--- config.mk ---
export PLATFORM = sky130hd
export DESIGN_NAME = ahb_master
export DESIGN_NICKNAME = d
export VERILOG_FILES = /design/src/rtl/ahb_master.sv
export SDC_FILE = /design/constraint.sdc
export NUM_CORES = 1
export LEC_CHECK = 0
export CELL_PAD_IN_SITES_DETAIL_PLACEMENT = 1
export CELL_PAD_IN_SITES_GLOBAL_PLACEMENT = 2
export CORE_MARGIN = 2
export CORE_UTILIZATION = 26
export CTS_CLUSTER_SIZE = 25
export DETAILED_ROUTE_END_ITERATION = 8
export PLACE_DENSITY = 0.87
export SKIP_LAST_GASP = 1
export SLEW_MARGIN = 10
export SYNTH_ARGS = -nofsm -noshare
export SYNTH_HDL_FRONTEND = slang
export SYNTH_SLANG_ARGS = --single-unit
--- constraint.sdc ---
create_clock -name HCLK -period 2.55 [get_ports HCLK]
set_input_delay 0.51 -clock HCLK [delete_from_list [all_inputs] [get_ports HCLK]]
set_output_delay 0.51 -clock HCLK [all_outputs]
set_load 0.005 [all_outputs]
--- src/rtl/ahb_master.sv ---
// ahb_master -- command-driven AHB-Lite master.
//
// Turns one command (read/write, SINGLE or INCR4, start address) into AHB-Lite
// transfers. Write beats are pulled from the client with wd_pop; read beats are
// returned on rd_data/rd_valid. Completion is signalled with a one-cycle done
// pulse, and err qualifies it when the slave answered with an ERROR response.
//
// Build option: define AHB_MASTER_BURST_EN to support INCR4 bursts. Without it,
// cmd_burst is ignored and every command is a SINGLE transfer.
//
// Ports
//   HCLK, HRESETn          clock, asynchronous active-low reset
//   cmd_valid/cmd_ready    command handshake (ready only while idle)
//   cmd_write, cmd_burst   direction (1 = write), burst select (1 = INCR4)
//   cmd_addr               start byte address
//   wdata, wd_pop          write beat source; wdata is taken when wd_pop = 1
//   rd_data, rd_valid      registered read beat and its one-cycle strobe
//   done, err              command completion pulse and error flag
//   HADDR ... HWDATA       AHB-Lite master outputs
//   HREADY, HRESP, HRDATA  AHB-Lite master inputs
module ahb_master #(
    parameter int DATA_WIDTH = 32,
    parameter int ADDR_WIDTH = 32
) (
    input  logic                  HCLK,
    input  logic                  HRESETn,
    input  logic                  cmd_valid,
    output logic                  cmd_ready,
    input  logic                  cmd_write,
    input  logic                  cmd_burst,
    input  logic [ADDR_WIDTH-1:0] cmd_addr,
    input  logic [DATA_WIDTH-1:0] wdata,
    output logic                  wd_pop,
    output logic [DATA_WIDTH-1:0] rd_data,
    output logic                  rd_valid,
    output logic                  done,
    output logic                  err,
    output logic [ADDR_WIDTH-1:0] HADDR,
    output logic [1:0]            HTRANS,
    output logic                  HWRITE,
    output logic [2:0]            HSIZE,
    output logic [2:0]            HBURST,
    output logic [3:0]            HPROT,
    output logic [DATA_WIDTH-1:0] HWDATA,
    input  logic                  HREADY,
    input  logic                  HRESP,
    input  logic [DATA_WIDTH-1:0] HRDATA
);

    // ADDR: address phases being issued (a data phase may overlap them)
    // LAST: only the final data phase is outstanding, HTRANS = IDLE
    // ERR2: second cycle of an ERROR response
    typedef enum logic [1:0] {IDLE, ADDR, LAST, ERR2} state_t;

    localparam logic [1:0]            TRANS_IDLE   = 2'b00;
    localparam logic [1:0]            TRANS_NONSEQ = 2'b10;
    localparam logic [1:0]            TRANS_SEQ    = 2'b11;
    localparam logic [2:0]            BURST_SINGLE = 3'b000;
    localparam logic [2:0]            BURST_INCR4  = 3'b011;
    localparam logic [ADDR_WIDTH-1:0] BEAT_BYTES   = ADDR_WIDTH'(4);

    state_t                state, state_nxt;
    logic [1:0]            beat_cnt;     // index of the address phase on the bus
    logic [1:0]            last_beat;    // 0 for SINGLE, 3 for INCR4
    logic                  data_active;  // a data phase overlaps the current cycle
    logic                  data_err;     // that data phase reports ERROR
    logic                  burst_sel;
    logic [ADDR_WIDTH-1:0] start_addr;
    logic                  unused_bits;

`ifdef AHB_MASTER_BURST_EN
    assign burst_sel   = cmd_burst;
    assign unused_bits = ^cmd_addr[1:0];
`else
    assign burst_sel   = 1'b0;
    assign unused_bits = cmd_burst ^ (^cmd_addr[1:0]);
`endif

    // Word-align every command; INCR4 additionally aligns to the 16-byte
    // block so the four beats never wrap or cross a 1 KB boundary.
    assign start_addr = burst_sel ? {cmd_addr[ADDR_WIDTH-1:4], 4'h0}
                                  : {cmd_addr[ADDR_WIDTH-1:2], 2'b00};

    assign data_err = data_active && HRESP;
    assign HSIZE    = 3'b010;
    assign HPROT    = 4'b0011;

    always_ff @(posedge HCLK or negedge HRESETn) begin
        if (!HRESETn) begin
            state <= IDLE;
        end else begin
            // NOTE: clocked state uses non-blocking assignments so every
            // register samples pre-edge values regardless of block ordering.
            state <= state_nxt;
        end
    end

    always_comb begin
        // NOTE: defaults first, so no path leaves an output unassigned and
        // infers a latch.
        state_nxt = state;
        cmd_ready = 1'b0;
        wd_pop    = 1'b0;
        case (state)
            IDLE: begin
                cmd_ready = 1'b1;
                if (cmd_valid) state_nxt = ADDR;
            end
            ADDR: begin
                if (data_err) begin
                    // The pending address phase is dropped, so no wd_pop.
                    state_nxt = HREADY ? IDLE : ERR2;
                end else if (HREADY) begin
                    wd_pop = HWRITE;
                    if (beat_cnt == last_beat) state_nxt = LAST;
                end
            end
            LAST: begin
                if (HRESP)       state_nxt = HREADY ? IDLE : ERR2;
                else if (HREADY) state_nxt = IDLE;
            end
            ERR2: begin
                if (HREADY) state_nxt = IDLE;
            end
            default: state_nxt = IDLE;
        endcase
    end

    always_ff @(posedge HCLK or negedge HRESETn) begin
        if (!HRESETn) begin
            HADDR       <= '0;
            HTRANS      <= TRANS_IDLE;
            HWRITE      <= 1'b0;
            HBURST      <= BURST_SINGLE;
            HWDATA      <= '0;
            rd_data     <= '0;
            rd_valid    <= 1'b0;
            done        <= 1'b0;
            err         <= 1'b0;
            beat_cnt    <= '0;
            last_beat   <= '0;
            data_active <= 1'b0;
        end else begin
            rd_valid <= 1'b0;
            done     <= 1'b0;
            err      <= 1'b0;
            case (state)
                IDLE: begin
                    if (cmd_valid) begin
                        HADDR       <= start_addr;
                        HTRANS      <= TRANS_NONSEQ;
                        HWRITE      <= cmd_write;
                        HBURST      <= burst_sel ? BURST_INCR4 : BURST_SINGLE;
                        last_beat   <= burst_sel ? 2'd3 : 2'd0;
                        beat_cnt    <= '0;
                        data_active <= 1'b0;
                    end
                end
                ADDR: begin
                    if (data_err) begin
                        HTRANS <= TRANS_IDLE;
                        if (HREADY) begin
                            done        <= 1'b1;
                            err         <= 1'b1;
                            data_active <= 1'b0;
                        end
                    end else if (HREADY) begin
                        // The address phase just completed becomes the next
                        // data phase; the previous data phase (if any) ends.
                        data_active <= 1'b1;
                        if (data_active && !HWRITE) begin
                            rd_data  <= HRDATA;
                            rd_valid <= 1'b1;
                        end
                        if (HWRITE) HWDATA <= wdata;
                        if (beat_cnt == last_beat) begin
                            HTRANS <= TRANS_IDLE;
                        end else begin
                            HTRANS   <= TRANS_SEQ;
                            HADDR    <= HADDR + BEAT_BYTES;
                            beat_cnt <= beat_cnt + 2'd1;
                        end
                    end
                end
                LAST: begin
                    if (HREADY) begin
                        done        <= 1'b1;
                        err         <= HRESP;
                        data_active <= 1'b0;
                        if (!HRESP && !HWRITE) begin
                            rd_data  <= HRDATA;
                            rd_valid <= 1'b1;
                        end
                    end
                end
                ERR2: begin
                    if (HREADY) begin
                        done        <= 1'b1;
                        err         <= 1'b1;
                        data_active <= 1'b0;
                    end
                end
                default: ;
            endcase
        end
    end

endmodule

==> reports/qor.json <==
{
  "cp.arrival_ns": 1.81,
  "hp-class": "primary input to asynchronous set/reset pin",
  "pin_count": 217,
  "switching_power_share_of_the_total": 0.358,
  "antenna_diodes": 0,
  "dp_hpwl_um": 11700,
  "global_route_wire_length_before_repair_um": 25500,
  "tritoncts_clock_tree": "done",
  "antenna_found_initial": 0,
  "path_class": "flop to output port",
  "syn_warnings": 0,
  "final_max_slew_viol_count": 0,
  "synth-async-reset-ratio": 1.00,
  "largest_net_degree_at_the_start_of_global_routing": 106,
  "synth-edff-count": 0,
  "synth.area.top_cells": "sky130_fd_sc_hd__dfrtp_1, sky130_fd_sc_hd__mux2_2, sky130_fd_sc_hd__mux2i_1, sky130_fd_sc_hd__a21oi_1, sky130_fd_sc_hd__nand2_1",
  "globalRouteOverflowTotal": 0,
  "syn-cell-area_um2": 5060,
  "path_clk_slew_ns": 0.08,
  "gpl.final_weighted_congestion": 0.784,
  "ys_top_cells_by_count": "sky130_fd_sc_hd__dfrtp_1, sky130_fd_sc_hd__mux2_2, sky130_fd_sc_hd__nand2_1, sky130_fd_sc_hd__a21oi_1, sky130_fd_sc_hd__o21ai_0",
  "clock_path_buffers": 2,
  "grt_setup_unrepaired": "false",
  "floorplan.core_area_um2": 19300,
  "cts_setup_buffers": 0,
  "drc": 0,
  "fillers": 2126,
  "timing.final.crit_share": 0.909,
  "vias": 4316,
  "num_rows": 51,
  "clock_network_latency_to_the_later_pin_of_the_worst_skew_pair_ns": 0.35,
  "avgSynthCellArea_um2": 11.1,
  "final_area_um2": 7690,
  "synthDominantCellAreaShare": 0.519,
  "grt_pass1_vias": 4669,
  "layout_min_cycle_time_ns": 2.32,
  "critical_path.startpoint_type": "flop",
  "placed_cells": 911,
  "cp_max_fo": 5,
  "peak_clock_frequency_supported_by_timing_mhz": 432,
  "timing.slew.headroom": 0.550,
  "leakagePower_nw": 3.16,
  "route.final.wire_length_um": 15800,
  "status": "completed",
  "groute.usage.overall": 0.158,
  "synth_cell_types": 46,
  "nNetsFinal": 767,
  "p_total_mw": 8.95,
  "synth_top_area_cell": "sky130_fd_sc_hd__dfrtp_1",
  "post_synth_inst_count": 455,
  "finalSetupViolations": 0,
  "worst_slew_pin_slew_ns": 0.675,
  "ant_nets": 0,
  "max_cap_violations": 0,
  "worst_hold_check_slack_ns": 0.166,
  "fp.dieH_um": 144,
  "final_hold_viol_count": 0,
  "critPathCaptureType": "output port",
  "die_area_um2": 20600,
  "cts_htree_levels": 3,
  "numPortBuffers": 201,
  "internal_power_mw": 5.74,
  "dominantRegCellSynth": "sky130_fd_sc_hd__dfrtp_1",
  "synth_seq_area_share": 0.519,
  "synth_seq_cells": 105,
  "power.share.sequential": 0.358,
  "required_time_worst_endpoint_ns": 2.04,
  "cts_resized": 1,
  "switching_power_mw": 3.20,
  "drt_iter0_markers": 103,
  "wire_per_inst_um": 17.1,
  "ir_worst_vdd_uv": 399,
  "initial_utilization": 0.263,
  "ctsRootBufferMaster": "sky130_fd_sc_hd__clkbuf_16",
  "clkSinkCount": 105,
  "die_width_um": 144,
  "synthToLayoutAreaGrowth_pct": 51.9,
  "drt_first_pass_iters": 4,
  "finalNonFillerCells": 927,
  "powerDensity_nw_per_um2": 1160,
  "tns_ns": 0,
  "placement.cell_area_um2": 7400,
  "vias_per_cell": 4.66,
  "comb_power_share": 0.489,
  "p_clk_frac": 0.153,
  "post-synth-top-count-cell": "sky130_fd_sc_hd__dfrtp_1",
  "postCtsHoldBufs": 0,
  "layout_cells_sized_above_1": 0.163,
  "worst_clock_skew_ns": 0.00806,
  "cts-buffers-inserted": 9
}
placed cells by master (no fill, tap or decap), types with 4 or more instances in the layout:
| cell | count |
|---|---|
| sky130_fd_sc_hd__clkdlybuf4s50_1 | 199 |
| sky130_fd_sc_hd__dfrtp_1 | 105 |
| sky130_fd_sc_hd__mux2_2 | 66 |
| sky130_fd_sc_hd__nand2_1 | 34 |
| sky130_fd_sc_hd__a21oi_1 | 28 |
| sky130_fd_sc_hd__o21ai_0 | 25 |
| sky130_fd_sc_hd__nor2_1 | 20 |
| sky130_fd_sc_hd__o22ai_1 | 20 |
| sky130_fd_sc_hd__mux2i_1 | 15 |
| sky130_fd_sc_hd__conb_1 | 12 |
| sky130_fd_sc_hd__buf_4 | 12 |
| sky130_fd_sc_hd__inv_1 | 11 |
| sky130_fd_sc_hd__nand3_1 | 11 |
| sky130_fd_sc_hd__nand4_1 | 11 |
| sky130_fd_sc_hd__clkbuf_16 | 9 |
| sky130_fd_sc_hd__nor3_1 | 8 |
| sky130_fd_sc_hd__and3_1 | 7 |
| sky130_fd_sc_hd__ha_1 | 7 |
| sky130_fd_sc_hd__and2_1 | 5 |
| sky130_fd_sc_hd__inv_6 | 4 |
layout make-up:
class | instances | area (um2) | area share
clock inverter | 6 | 60.1 | 0.00781
multi-input combinational | 315 | 2250 | 0.293
timing repair buffer | 215 | 2150 | 0.280
inverter | 11 | 41.3 | 0.00537
tap | 265 | 332 | 0.0431
clock buffer | 10 | 229 | 0.0298
sequential | 105 | 2630 | 0.342
through the flow:
| stage | utilization | setup WS, ns |
|---|---|---|
| detailed placement | 0.384 | 0.0659 |
| finish | 0.399 | 0.233 |
| floorplan | - | 0.483 |
| CTS | 0.399 | 0.165 |
| global route | 0.399 | 0.0590 |
| global placement | 0.384 | 0.0498 |
power by group through the flow:
| stage | clock [mW] | combinational [mW] | sequential [mW] |
|---|---|---|---|
| 6_report | 1.37 | 4.37 | 3.20 |
| 5_1_grt | 1.50 | 4.83 | 3.36 |
| 4_1_cts | 1.44 | 4.43 | 3.21 |
| 2_1_floorplan | 0 | 1.91 | 3.15 |
| 3_3_place_gp | 0 | 4.23 | 3.17 |
| 3_5_place_dp | 0 | 4.41 | 3.24 |
registers in the layout, summed over array words and instances (netlist names):
signal	flops
HADDR	30
data_active	1
err	1
done	1
beat_cnt	2
HTRANS	2
HWRITE	1
rd_data	32
HWDATA	32
state	2
rd_valid	1
path summary, 6_finish.rpt:
check                                            start  depth (start not counted)                endpoint  slack, ns
worst max-delay path              state[1]$_DFFE_PN0P_                          5                  wd_pop       0.23
worst min-delay path                           HRESETn                          2   HADDR[30]$_DFFE_PN0P_       0.17
worst max register to register    state[1]$_DFFE_PN0P_                          9    HADDR[4]$_DFFE_PN0P_       0.30
worst min register to register  rd_data[1]$_DFFE_PN0P_                          1  rd_data[1]$_DFFE_PN0P_       0.51
max in group asynchronous                      HRESETn                          2   HADDR[17]$_DFFE_PN0P_       1.81
min in group HCLK               rd_data[1]$_DFFE_PN0P_                          1  rd_data[1]$_DFFE_PN0P_       0.51
critical path: stages (launching register included):
cell and delay, ns:
sky130_fd_sc_hd__dfrtp_1 0.44, sky130_fd_sc_hd__inv_1 0.15, sky130_fd_sc_hd__ha_1 0.18, sky130_fd_sc_hd__a21bo_2 0.26, sky130_fd_sc_hd__nor2_4 0.14, sky130_fd_sc_hd__dlygate4sd2_1 0.30
cells by family (layout without fill, tap and decap cells):
group	Yosys count	in the layout	share of synthesized area
AOI/OAI and AO/OA	96	96	0.115
adders and majority gates	7	7	0.0173
buffers and inverters	45	242	0.0455
DFF	105	105	0.519
muxes	81	81	0.176
other	2	12	0.00148
and+or+nand+nor	119	119	0.126
routing by layer:
metal  track usage  up-vias  wire length [um]
li1              -     2030                 -
met1         0.187     2129              6430
met2         0.266      145              7810
met3        0.0660       12              1370
met4        0.0408        0               211
met5             0        -                 0
(Power assumes the default switching activity.)
